<file path="src/rtl/lcd_bus_arbiter.sv">
// Owns the 8080-style LCD write bus: runs the panel power-on reset sequence, then
// shares the bus between two byte streams with round-robin, burst locking and a lock timeout.
module lcd_bus_arbiter #(
  parameter int WR_LOW   = 2,
  parameter int WR_HIGH  = 2,
  parameter int RST_LOW  = 1000,
  parameter int RST_WAIT = 5000,
  parameter int LOCK_TO  = 255,
  parameter int CNT_W    = 16
) (
  input  logic       clk,
  input  logic       rst,
  input  logic       req0_valid,
  input  logic       req0_rs,
  input  logic [7:0] req0_data,
  input  logic       req0_last,
  output logic       req0_ready,
  input  logic       req1_valid,
  input  logic       req1_rs,
  input  logic [7:0] req1_data,
  input  logic       req1_last,
  output logic       req1_ready,
  output logic [7:0] lcd_d,
  output logic       lcd_wr,
  output logic       lcd_rd,
  output logic       lcd_rs,
  output logic       lcd_cs,
  output logic       lcd_rst,
  output logic       init_done,
  output logic       grant,
  output logic       busy
);

  typedef enum logic [2:0] {
    S_RST_ASSERT,
    S_RST_RELEASE,
    S_IDLE,
    S_SETUP,
    S_WR_LO,
    S_WR_HI
  } state_t;

  localparam logic [CNT_W-1:0] RST_LOW_END  = CNT_W'(RST_LOW - 1);
  localparam logic [CNT_W-1:0] RST_WAIT_END = CNT_W'(RST_WAIT - 1);
  localparam logic [CNT_W-1:0] WR_LOW_END   = CNT_W'(WR_LOW - 1);
  localparam logic [CNT_W-1:0] WR_HIGH_END  = CNT_W'(WR_HIGH - 1);
  localparam logic [CNT_W-1:0] LOCK_TO_END  = CNT_W'(LOCK_TO - 1);
  localparam logic [CNT_W-1:0] CNT_ONE      = CNT_W'(1);

  state_t           state, state_n;
  logic [CNT_W-1:0] cnt, cnt_n;
  logic [7:0]       d_q, d_n;
  logic             rs_q, rs_n, cs_q, cs_n, wr_q, wr_n, lrst_q, lrst_n;
  logic             init_q, init_n, grant_q, grant_n, lock_q, lock_n, owner_q, owner_n;

  logic       sel, eligible, idle, sel_valid, accept, sel_rs, sel_last;
  logic [7:0] sel_data;

  // A held lock pins the choice to its owner; otherwise a tie goes to whoever was not granted last.
  always_comb begin
    sel      = 1'b0;
    eligible = 1'b0;
    if (lock_q) begin
      sel      = owner_q;
      eligible = 1'b1;
    end else if (req0_valid && req1_valid) begin
      sel      = ~grant_q;
      eligible = 1'b1;
    end else if (req0_valid) begin
      sel      = 1'b0;
      eligible = 1'b1;
    end else if (req1_valid) begin
      sel      = 1'b1;
      eligible = 1'b1;
    end
  end

  assign idle       = (state == S_IDLE);
  assign req0_ready = idle && eligible && !sel;
  assign req1_ready = idle && eligible && sel;
  assign sel_valid  = sel ? req1_valid : req0_valid;
  assign sel_data   = sel ? req1_data : req0_data;
  assign sel_rs     = sel ? req1_rs : req0_rs;
  assign sel_last   = sel ? req1_last : req0_last;
  assign accept     = idle && eligible && sel_valid;

  always_comb begin
    state_n = state;
    cnt_n   = cnt;
    d_n     = d_q;
    rs_n    = rs_q;
    cs_n    = cs_q;
    wr_n    = wr_q;
    lrst_n  = lrst_q;
    init_n  = init_q;
    grant_n = grant_q;
    lock_n  = lock_q;
    owner_n = owner_q;
    case (state)
      S_RST_ASSERT: begin
        if (cnt == RST_LOW_END) begin
          lrst_n  = 1'b1;
          cnt_n   = '0;
          state_n = S_RST_RELEASE;
        end else begin
          cnt_n = cnt + CNT_ONE;
        end
      end
      S_RST_RELEASE: begin
        if (cnt == RST_WAIT_END) begin
          init_n  = 1'b1;
          cnt_n   = '0;
          state_n = S_IDLE;
        end else begin
          cnt_n = cnt + CNT_ONE;
        end
      end
      S_IDLE: begin
        if (accept) begin
          d_n     = sel_data;
          rs_n    = sel_rs;
          cs_n    = 1'b0;
          grant_n = sel;
          lock_n  = !sel_last;
          owner_n = sel;
          cnt_n   = '0;
          state_n = S_SETUP;
        end else if (lock_q) begin
          // Owner stalled mid-burst: release the bus once the stall reaches the timeout.
          if (cnt == LOCK_TO_END) begin
            lock_n = 1'b0;
            cs_n   = 1'b1;
            cnt_n  = '0;
          end else begin
            cnt_n = cnt + CNT_ONE;
          end
        end
      end
      S_SETUP: begin
        wr_n    = 1'b0;
        cnt_n   = '0;
        state_n = S_WR_LO;
      end
      S_WR_LO: begin
        if (cnt == WR_LOW_END) begin
          wr_n    = 1'b1;
          cnt_n   = '0;
          state_n = S_WR_HI;
        end else begin
          cnt_n = cnt + CNT_ONE;
        end
      end
      S_WR_HI: begin
        if (cnt == WR_HIGH_END) begin
          cnt_n   = '0;
          state_n = S_IDLE;
          if (!lock_q) cs_n = 1'b1;
        end else begin
          cnt_n = cnt + CNT_ONE;
        end
      end
      default: begin
        state_n = S_RST_ASSERT;
        cnt_n   = '0;
      end
    endcase
  end

  always_ff @(posedge clk) begin
    if (rst) begin
      state   <= S_RST_ASSERT;
      cnt     <= '0;
      d_q     <= 8'h00;
      rs_q    <= 1'b0;
      cs_q    <= 1'b1;
      wr_q    <= 1'b1;
      lrst_q  <= 1'b0;
      init_q  <= 1'b0;
      grant_q <= 1'b1;
      lock_q  <= 1'b0;
      owner_q <= 1'b0;
    end else begin
      state   <= state_n;
      cnt     <= cnt_n;
      d_q     <= d_n;
      rs_q    <= rs_n;
      cs_q    <= cs_n;
      wr_q    <= wr_n;
      lrst_q  <= lrst_n;
      init_q  <= init_n;
      grant_q <= grant_n;
      lock_q  <= lock_n;
      owner_q <= owner_n;
    end
  end

  assign lcd_d     = d_q;
  assign lcd_wr    = wr_q;
  assign lcd_rd    = 1'b1;
  assign lcd_rs    = rs_q;
  assign lcd_cs    = cs_q;
  assign lcd_rst   = lrst_q;
  assign init_done = init_q;
  assign grant     = grant_q;
  assign busy      = (state != S_IDLE);

endmodule

</file>
<file path="config.mk">
export PLATFORM = sky130hd
export DESIGN_NAME = lcd_bus_arbiter
export DESIGN_NICKNAME = d
export VERILOG_FILES = /design/src/rtl/lcd_bus_arbiter.sv
export SDC_FILE = /design/constraint.sdc
export NUM_CORES = 1
export LEC_CHECK = 0
export CAP_MARGIN = 20
export CELL_PAD_IN_SITES_DETAIL_PLACEMENT = 0
export CELL_PAD_IN_SITES_GLOBAL_PLACEMENT = 2
export CORE_MARGIN = 2
export CORE_UTILIZATION = 29
export CTS_CLUSTER_SIZE = 25
export DETAILED_ROUTE_END_ITERATION = 8
export PLACE_DENSITY = 0.79
export REMOVE_ABC_BUFFERS = 1
export SYNTH_ARGS = -nofsm -noshare
export SYNTH_HDL_FRONTEND = slang
export SYNTH_SLANG_ARGS = --single-unit
</file>
<file path="constraint.sdc">
create_clock -name clk -period 2.7 [get_ports clk]
set_clock_uncertainty 0.15 [all_clocks]
set_input_delay 0.54 -clock clk [delete_from_list [all_inputs] [get_ports clk]]
set_output_delay 0.54 -clock clk [all_outputs]
set_load 0.05 [all_outputs]
</file>
Yosys cells after proc, flatten, opt, wreduce, memory -nomap -nowiden:

Cells that the tools add are included.

* logic and storage cells: 83
* bits of input ports: 24
* bits in registers: 35
* output and inout bits: 18

* bitwise operators: 1
* equality and inequality tests: 18
* $add $sub $neg: 1
* multiplexer cells: 35
* reduce and logical (&&, ||, !) cells: 17

Operators with widths (count)
* $mux 16: 6
* $pmux 16 s4: 1
* $mux 1: 19
* $pmux 3 s6: 1
* $add 16x1->16 const B: 1
* $eq 16x1->1 const B: 1
* $eq 16x10->1 const B: 1
* $eq 16x13->1 const B: 1
* $eq 16x8->1 const B: 1
* $mux 3: 5
* $ne 2x2->1 const B: 5
* $reduce_and 5->1: 2
* $mux 8: 1
* $reduce_and 2->1: 4
* $eq 3x2->1 const B: 2
* $eq 3x3->1 const B: 2
* $ne 3x2->1 const B: 2
* $logic_and 1x1->1: 5
* $pmux 1 s2: 2
* $reduce_bool 2->1: 2
* $eq 3x1->1 const B: 1
* $logic_not 3->1: 1
* $ne 3x1->1 const B: 1
* $logic_not 1->1: 2
* 3 further kinds: 3

Logic depth before layout (Yosys ltp):

Gate-level depths: netlist (run 1).

* depth in word-level cells: 8
* mapped depth: 8
* depth with buffers taken out: 7

Least setup slack after synthesis (run 1):

No wires, ideal clock.

* path type: register to output
* start point: register grant_q (netlist: grant)
* end point: output req0_ready
* data required time: 2010 ps
* stages on the path, launching flop included: 5
* path buffers: 1
* setup slack: -695 ps
* data arrival time: 2705 ps
* cell sequence: dfxtp_1 -> a21boi_0 -> mux2i_1 -> clkbuf_1 -> nor3b_1

* longest elaborated chain between the ends: 5

RTL lines
* from (decl): line 54 `logic init_q, init_n, grant_q, grant_n, lock_q, lock_n, owner_q, owner_n;`
* from (signal assigned): line 191 `grant_q <= grant_n;`
* $not 1->1: line 67 `sel = ~grant_q;`
* $mux 1: line 66 `end else if (req0_valid && req1_valid) begin`
* $mux 1: line 63 `if (lock_q) begin`
* $logic_not 1->1: line 79 `assign req0_ready = idle && eligible && !sel;`
* $logic_and 1x1->1: line 79
* to (decl): line 17 `output logic req0_ready,`

Every way passes these cells.

Final worst setup path (run 1):

* start point: register state[1]
* end point: output busy

* longest elaborated chain between the ends: 1

RTL lines
* from (decl): line 50 `state_t state, state_n;`
* from (signal assigned): line 183 `state <= state_n;`
* $ne 3x2->1: line 205 `assign busy = (state != S_IDLE);`
* to (decl): line 31 `output logic busy`

Every way passes these cells.

==> results of run 1 <==
==> layout make-up <==
| cell class | count | area (sq um) |
|---|---|---|
| Clock buffer | 7 | 76.3 |
| Timing Repair Buffer | 50 | 483 |
| Clock inverter | 1 | 5.00 |
| Sequential cell | 35 | 701 |
| Multi-Input combinational cell | 157 | 1050 |
| Inverter | 7 | 26.3 |
| Fill cell | 601 | 3550 |
| Tap cell | 75 | 93.8 |
==> synth_stat cells (all sizes together) <==
| library cell | instances |
|---|---|
| or4b | 1 |
| a22oi | 1 |
| dfxtp | 35 |
| inv | 7 |
| nor2 | 39 |
| or4 | 2 |
| mux2i | 12 |
| a21boi | 1 |
| a31oi | 2 |
| conb | 1 |
| a311o | 1 |
| nand2 | 15 |
| nor4bb | 1 |
| nor3b | 2 |
| nor3 | 7 |
| or3 | 2 |
| a2111o | 1 |
| a211o | 1 |
| o32a | 1 |
| a211oi | 11 |
| nor4b | 1 |
| a31o | 1 |
| nor4 | 3 |
| nand4 | 6 |
| xor2 | 9 |
| nand2b | 1 |
| nand3 | 4 |
| xnor2 | 6 |
| nand4b | 1 |
| and3b | 1 |
| clkbuf | 9 |
| a2111oi | 1 |
| a21oi | 8 |
| a21o | 2 |
| buf | 2 |
| and2 | 1 |
| o21ai | 4 |
| ha | 3 |
| and3 | 2 |
| and4b | 2 |
==> final timing paths <==
kind / end / startpoint / cells after the start
worst max-delay path: busy / state[1]$_SDFFE_PP0P_ / 3
worst min-delay path: lcd_rst$_SDFFE_PP0P_ / lcd_rst$_SDFFE_PP0P_ / 2
worst max register to register: cnt[9]$_SDFFE_PP0N_ / cnt[0]$_SDFFE_PP0N_ / 6
worst min register to register: lcd_rst$_SDFFE_PP0P_ / lcd_rst$_SDFFE_PP0P_ / 2
==> power by group through the flow <==
stage                     combinational [uW]  clock (uW)  sequential, uW
after floorplan                          138           0             581
after global placement                   224           0             584
after detailed placement                 220           0             584
after CTS                                223         379             572
after global routing                     246         402             578
final                                    220         361             572
==> repair_timing <==
action,in CTS,in global routing
endpoints found under the setup margin,0,3
hold buffers,0,0
resized for setup,0,2
setup buffers,0,3
==> per-layer routing <==
layer  global-route usage [%]  vias to the layer above  part of all wire (%)
met4                     4.47                        0                   1.2
met1                     16.3                      676                    48
met3                     4.37                        5                   6.0
met2                     19.9                       40                    44
li1                         -                      835                     -
met5                        0                        -                     0
==> through the flow <==
step           util (%)  area [sq um]  hold slack (ns)  TNS (ns)
6_report           40.7          2440            0.326         0
5_1_grt            40.7          2440            0.368         0
4_1_cts            40.1          2400            0.334         0
3_5_place_dp       38.8          2320            0.315         0
3_3_place_gp       38.8          2320            0.316         0
2_1_floorplan         -          1770            0.306     -1.35
==> worst register-to-register path, delay by kind of cell (launching register included) <==
kind / cells / cell delay [ns]
fa+ha+maj: 1 / 0.18
flops: 1 / 0.44
compound gates: 2 / 0.52
simple gates: 3 / 0.95
==> cells by family (layout without fill, tap and decap cells) <==
family                     after synthesis  in the layout
DFF                                     35             35
buffers and inverters                   18             65
xor gates and xnor gates                15             15
and+or+nand+nor                         91             91
other                                    1              1
AOI/OAI and AO/OA                       35             35
muxes                                   12             12
adders and majority gates                3              3
==> results_dict.tcl, run 1 <==
set metrics [dict create \
    power_switching_share_pct 28.6 \
    start_kind "register" \
    clkSlewWorstSetupHoldPaths_ns 0.07 \
    pin_count 42 \
    postLayoutSetupSlackWorst_ns 0.130 \
    die_x_um 83.3 \
    ys_ff_latch 35 \
    drv_slew 0 \
    layout_common_cells "sky130_fd_sc_hd__nor2_1, sky130_fd_sc_hd__clkdlybuf4s50_1, sky130_fd_sc_hd__dfxtp_1" \
    number_of_setup_violations_in_the_final_report 0 \
    share_of_the_synthesized_area_in_compound_gates_ao_oa_aoi_oai_pct 14.3 \
    initial_utilization_pct 30.5 \
    detail_route.wl_per_cell_um 12.4 \
    antenna_violating_nets_post_route 0 \
    number_of_input_and_output_port_buffers_inserted 40 \
    combPwrFrac_pct 19.1 \
    slew_headroom_pct 66.1 \
    worst_ir_drop_vdd_uv 259 \
    cp_max_fo 9 \
    fp.coreArea_sq_um 5990 \
    worst_hold_path_type "reg2reg" \
    synth_largest_area_cell "sky130_fd_sc_hd__dfxtp_1" \
    final_nets 283 \
    switching_power_uw 330 \
    clock_sink_count 35 \
    synth_top_cells_by_area "sky130_fd_sc_hd__dfxtp_1, sky130_fd_sc_hd__nor2_1, sky130_fd_sc_hd__mux2i_1, sky130_fd_sc_hd__a211oi_1, sky130_fd_sc_hd__xor2_1" \
    synth_top_area_share_pct 38.4 \
    worst_setup_path_end_kind "output pin" \
    synthMuxAreaShare_pct 6.58 \
    crit_chain "nor3b_4 -> inv_2 -> clkdlybuf4s50_1" \
    grt_overflow_total 0 \
    first_pass_iters 4 \
    vias_in_the_first_global_route 1507 \
    critPathSlowestCell "sky130_fd_sc_hd__clkdlybuf4s50_1" \
    top_register "cnt" \
    placementRows 28 \
    insertion_delay_ns 0.28 \
    h_tree_levels 2 \
    outcome "complete, no violations" \
    finalCriticalPeriod_ns 2.57 \
    total_inserted_antenna_cells 0 \
    wire_length_of_the_first_global_routing_pass_mm 7.27 \
    grt_setup_unrepaired "no" \
    clock_tree.buffer_depth 2 \
    timing.final.hold_violations 0 \
    timing.reg2reg.setup_slack_ns 0.35 \
    dp.cells 321 \
    netlist-cell-type-count 48 \
    globalplace.congestion 0.704 \
    synthXorXnorAreaFrac_pct 7.20 \
    global_route.usage.total_pct 12.7 \
    number_of_instances_in_the_synthesized_netlist 210 \
    detail_route.wirelength_mm 4.12 \
    layout-drive-gt1-share_pct 13.2 \
    worstMarginPinSlew_ns 0.507 \
    design.die.area_sq_um 6950 \
    die_height_um 83.3 \
    dp_worst_setup_slack_ns 0.0649 \
    ys_warn_count 0 \
    dp_hpwl_mm 3.03 \
    tritoncts "yes" \
    max_cap_viol_count 0 \
    critPathKind "reg2out" \
    p_int_uw 823 \
    final-instance-count-excl-fill 332 \
    flow.area_growth_from_synthesis_pct 33.4 \
    critPathArrivalTime_ns 1.88 \
    clockRootBuffer "sky130_fd_sc_hd__clkbuf_8" \
    timing.critical_path.max_delay_family "buffers and inverters" \
    area_share_of_and_or_nand_nor_cells_after_synthesis_pct 26.7 \
    largest_net_degree_at_the_start_of_global_routing 21 \
    dr.first_iter.drc_count 49 \
    p_leak_uw 0.000900 \
    worstPathBufferInverterCount 2 \
    finalPower_uw 1150 \
    clock_power_share_pct 31.3 \
    numCtsBuffers 5 \
    antenna_found_initial 0 \
    sequential_element_share_of_the_synthesized_area_pct 38.4 \
    post-route-period-util_pct 95.2 \
    drc 0 \
    power_frac_seq_pct 49.6 \
    synth.avg_cell_area_sq_um 8.69 \
    worst_path_largest_cell_delay_ns 0.71 \
    synth_fa_ha_area_share_pct 2.06 \
    largest_reg_flops 16 \
    worst_endpoint_required_time_ns 2.01 \
    via_cell_ratio 4.69 \
    netlist_area_sq_um 1830 \
    vias 1556 \
    max_clock_freq_ghz 0.389 \
    power-per-cell-area_nw_per_um2 473 \
    synth_top_family_by_area "simple AND/OR/NAND/NOR gates" \
]
(Power assumes the default switching activity.)
==> run 2: changes to the inputs <==
--- a/config.mk
+++ b/config.mk
@@ -8,7 +8,6 @@
 export CAP_MARGIN = 20
 export CELL_PAD_IN_SITES_DETAIL_PLACEMENT = 0
 export CELL_PAD_IN_SITES_GLOBAL_PLACEMENT = 2
-export CORE_MARGIN = 2
 export CORE_UTILIZATION = 29
 export CTS_CLUSTER_SIZE = 25
 export DETAILED_ROUTE_END_ITERATION = 8
==> run 2 against run 1 <==
  * Sequential power fell by 2%
  * Die area fell by 4.7%
  * Register-to-register slack improved by 0.05 ns
  * First-iteration DRC count rose by 45%
  * Clock power rose by 37%
  * Design area rose by 1.7%
  * Hold slack got worse by 0.0027 ns
  * Non-clock buffer count rose by 2
  * Wire length rose by 2.7%
  * Setup slack got worse by 0.048 ns
  * Fmax fell by 1.8%
  * Critical path type is now in2out
  * Critical endpoint is now req0_ready
  * Largest cell class unchanged
==> results_dict.tcl, run 2 (synthesized netlist as in run 1, its figures left out) <==
set metrics [dict create \
    worst_setup_path_end_kind "output pin" \
    fp.coreArea_sq_um 5990 \
    placementRows 28 \
    finalPower_uw 1300 \
    worstReg2RegStart "cnt[1]$_SDFFE_PP0N_" \
    slew_headroom_pct 65.9 \
    numCtsBuffers 5 \
    drv_slew 0 \
    clockRootBuffer "sky130_fd_sc_hd__clkbuf_8" \
    max_clock_freq_ghz 0.382 \
    drc 0 \
    route.top_layer_used "met4" \
    layout-drive-gt1-share_pct 13.9 \
    timing.reg2reg.setup_slack_ns 0.40 \
    number_of_input_and_output_port_buffers_inserted 40 \
    met2_wirelength_mm 1.90 \
    tritoncts "yes" \
    final-instance-count-excl-fill 334 \
    start_kind "input port" \
    max_cap_viol_count 0 \
    timing.final.hold_violations 0 \
    initial_utilization_pct 30.5 \
    fill_cells 634 \
    worst_endpoint_required_time_ns 2.01 \
    setup.worst_path.start "req1_valid" \
    clock_sink_count 35 \
    grt_overflow_total 0 \
    route.layer.met1.wl_mm 2.02 \
    dp.cells 323 \
    wire_length_of_the_first_global_routing_pass_mm 7.22 \
    die_height_um 81.3 \
    total_inserted_antenna_cells 0 \
    antenna_violating_nets_post_route 0 \
    clkSlewWorstSetupHoldPaths_ns 0.07 \
    postLayoutSetupSlackWorst_ns 0.0820 \
    dp_hpwl_mm 3.12 \
    detail_route.wl_per_cell_um 12.7 \
    top_register "cnt" \
    wl_met3_um 251 \
    worstMarginPinSlew_ns 0.510 \
    insertion_delay_ns 0.29 \
    via_cell_ratio 4.85 \
    cts-resized-gates 0 \
    largest_net_degree_at_the_start_of_global_routing 21 \
    cp_max_fo 5 \
    detail_route.wirelength_mm 4.23 \
    post-route-period-util_pct 97.0 \
    final_nets 285 \
    dp_worst_setup_slack_ns 0.0698 \
    clock_tree.buffer_depth 2 \
    start_point_of_the_worst_min_delay_path "init_done$_SDFFE_PP0P_" \
    h_tree_levels 2 \
    layout_common_cells "sky130_fd_sc_hd__nor2_1, sky130_fd_sc_hd__clkdlybuf4s50_1, sky130_fd_sc_hd__dfxtp_1" \
    p_leak_uw 0.000927 \
    grt_setup_unrepaired "yes" \
    vias_in_the_first_global_route 1552 \
    number_of_setup_violations_in_the_final_report 0 \
    first_pass_iters 4 \
    global_route.usage.total_pct 14.5 \
    dr.first_iter.drc_count 71 \
    antenna_found_initial 0 \
    pin_count 42 \
    globalplace.congestion 0.730 \
    design.die.area_sq_um 6620 \
    critPathKind "in2out" \
    vias 1620 \
    worst_hold_path_type "reg2reg" \
    outcome "complete, no violations" \
    critPathArrivalTime_ns 1.93 \
    worst_ir_drop_vdd_uv 379 \
    die_x_um 81.3 \
    flow.area_growth_from_synthesis_pct 35.7 \
    finalCriticalPeriod_ns 2.62 \
    power-per-cell-area_nw_per_um2 526 \
    largest_reg_flops 16 \
]
-- run 2: final cells by class --
type                       instances  area, sq um  area share (%)
clock inverter                     2         35.0            1.41
timing repair buffer              52          498            20.1
clock buffer                       6         82.6            3.33
inverter                           7         26.3            1.06
tap                               75         93.8            3.79
sequential                        35          701            28.3
multi-input combinational        157         1040            42.0
-- run 2: layer usage --
| metal | up-vias | global-route usage, % |
|---|---|---|
| met5 | - | 0 |
| met3 | 5 | 3.71 |
| li1 | 844 | - |
| met2 | 36 | 24.0 |
| met1 | 735 | 17.4 |
| met4 | 0 | 6.43 |
-- run 2: critical path, cell delays in order --
cell                              delay, ns
sky130_fd_sc_hd__clkdlybuf4s50_1       0.47
sky130_fd_sc_hd__a21boi_0              0.15
sky130_fd_sc_hd__mux2i_1               0.21
sky130_fd_sc_hd__nor3b_1               0.37
sky130_fd_sc_hd__buf_12                0.19
-- run 2: worst paths after layout --
path | to | cells after the start
worst min register to register | init_done$_SDFFE_PP0P_ | 2
worst max-delay path | req0_ready | 5
worst min-delay path | init_done$_SDFFE_PP0P_ | 2
worst max register to register | cnt[9]$_SDFFE_PP0N_ | 7
-- run 2: through the flow --
stage | instance area, sq um | hold slack (ns) | util [%] | setup TNS (ns)
global route | 2480 | 0.366 | 41.4 | -0.0188
finish | 2480 | 0.323 | 41.4 | 0
CTS | 2450 | 0.332 | 41.0 | 0
floorplan | 1770 | 0.306 | - | -1.35
detailed placement | 2340 | 0.314 | 39.0 | 0
global placement | 2340 | 0.313 | 39.0 | 0
-- run 2: where the power goes --
group | total (uW) | switching (uW) | internal [uW] | leakage, uW
Clock | 496 | 197 | 299 | 0.0000612
Sequential | 558 | 21.8 | 537 | 0.000283
Combinational | 248 | 132 | 116 | 0.000583
-- run 2: repair_timing --
| action | in CTS | in global routing |
|---|---|---|
| setup buffers | 0 | 3 |
| hold buffers | 0 | 0 |
| setup endpoints to repair | 0 | 3 |
| endpoints found under the hold margin | 0 | 0 |
==> run 3: changes to the inputs <==
--- a/config.mk
+++ b/config.mk
@@ -9,6 +9,7 @@
 export CELL_PAD_IN_SITES_DETAIL_PLACEMENT = 0
 export CELL_PAD_IN_SITES_GLOBAL_PLACEMENT = 2
 export CORE_UTILIZATION = 29
+export CTS_CLUSTER_DIAMETER = 60
 export CTS_CLUSTER_SIZE = 25
 export DETAILED_ROUTE_END_ITERATION = 8
 export PLACE_DENSITY = 0.79
==> results of run 3 <==
Final layout, timing and power as in run 2 (identical DEF).
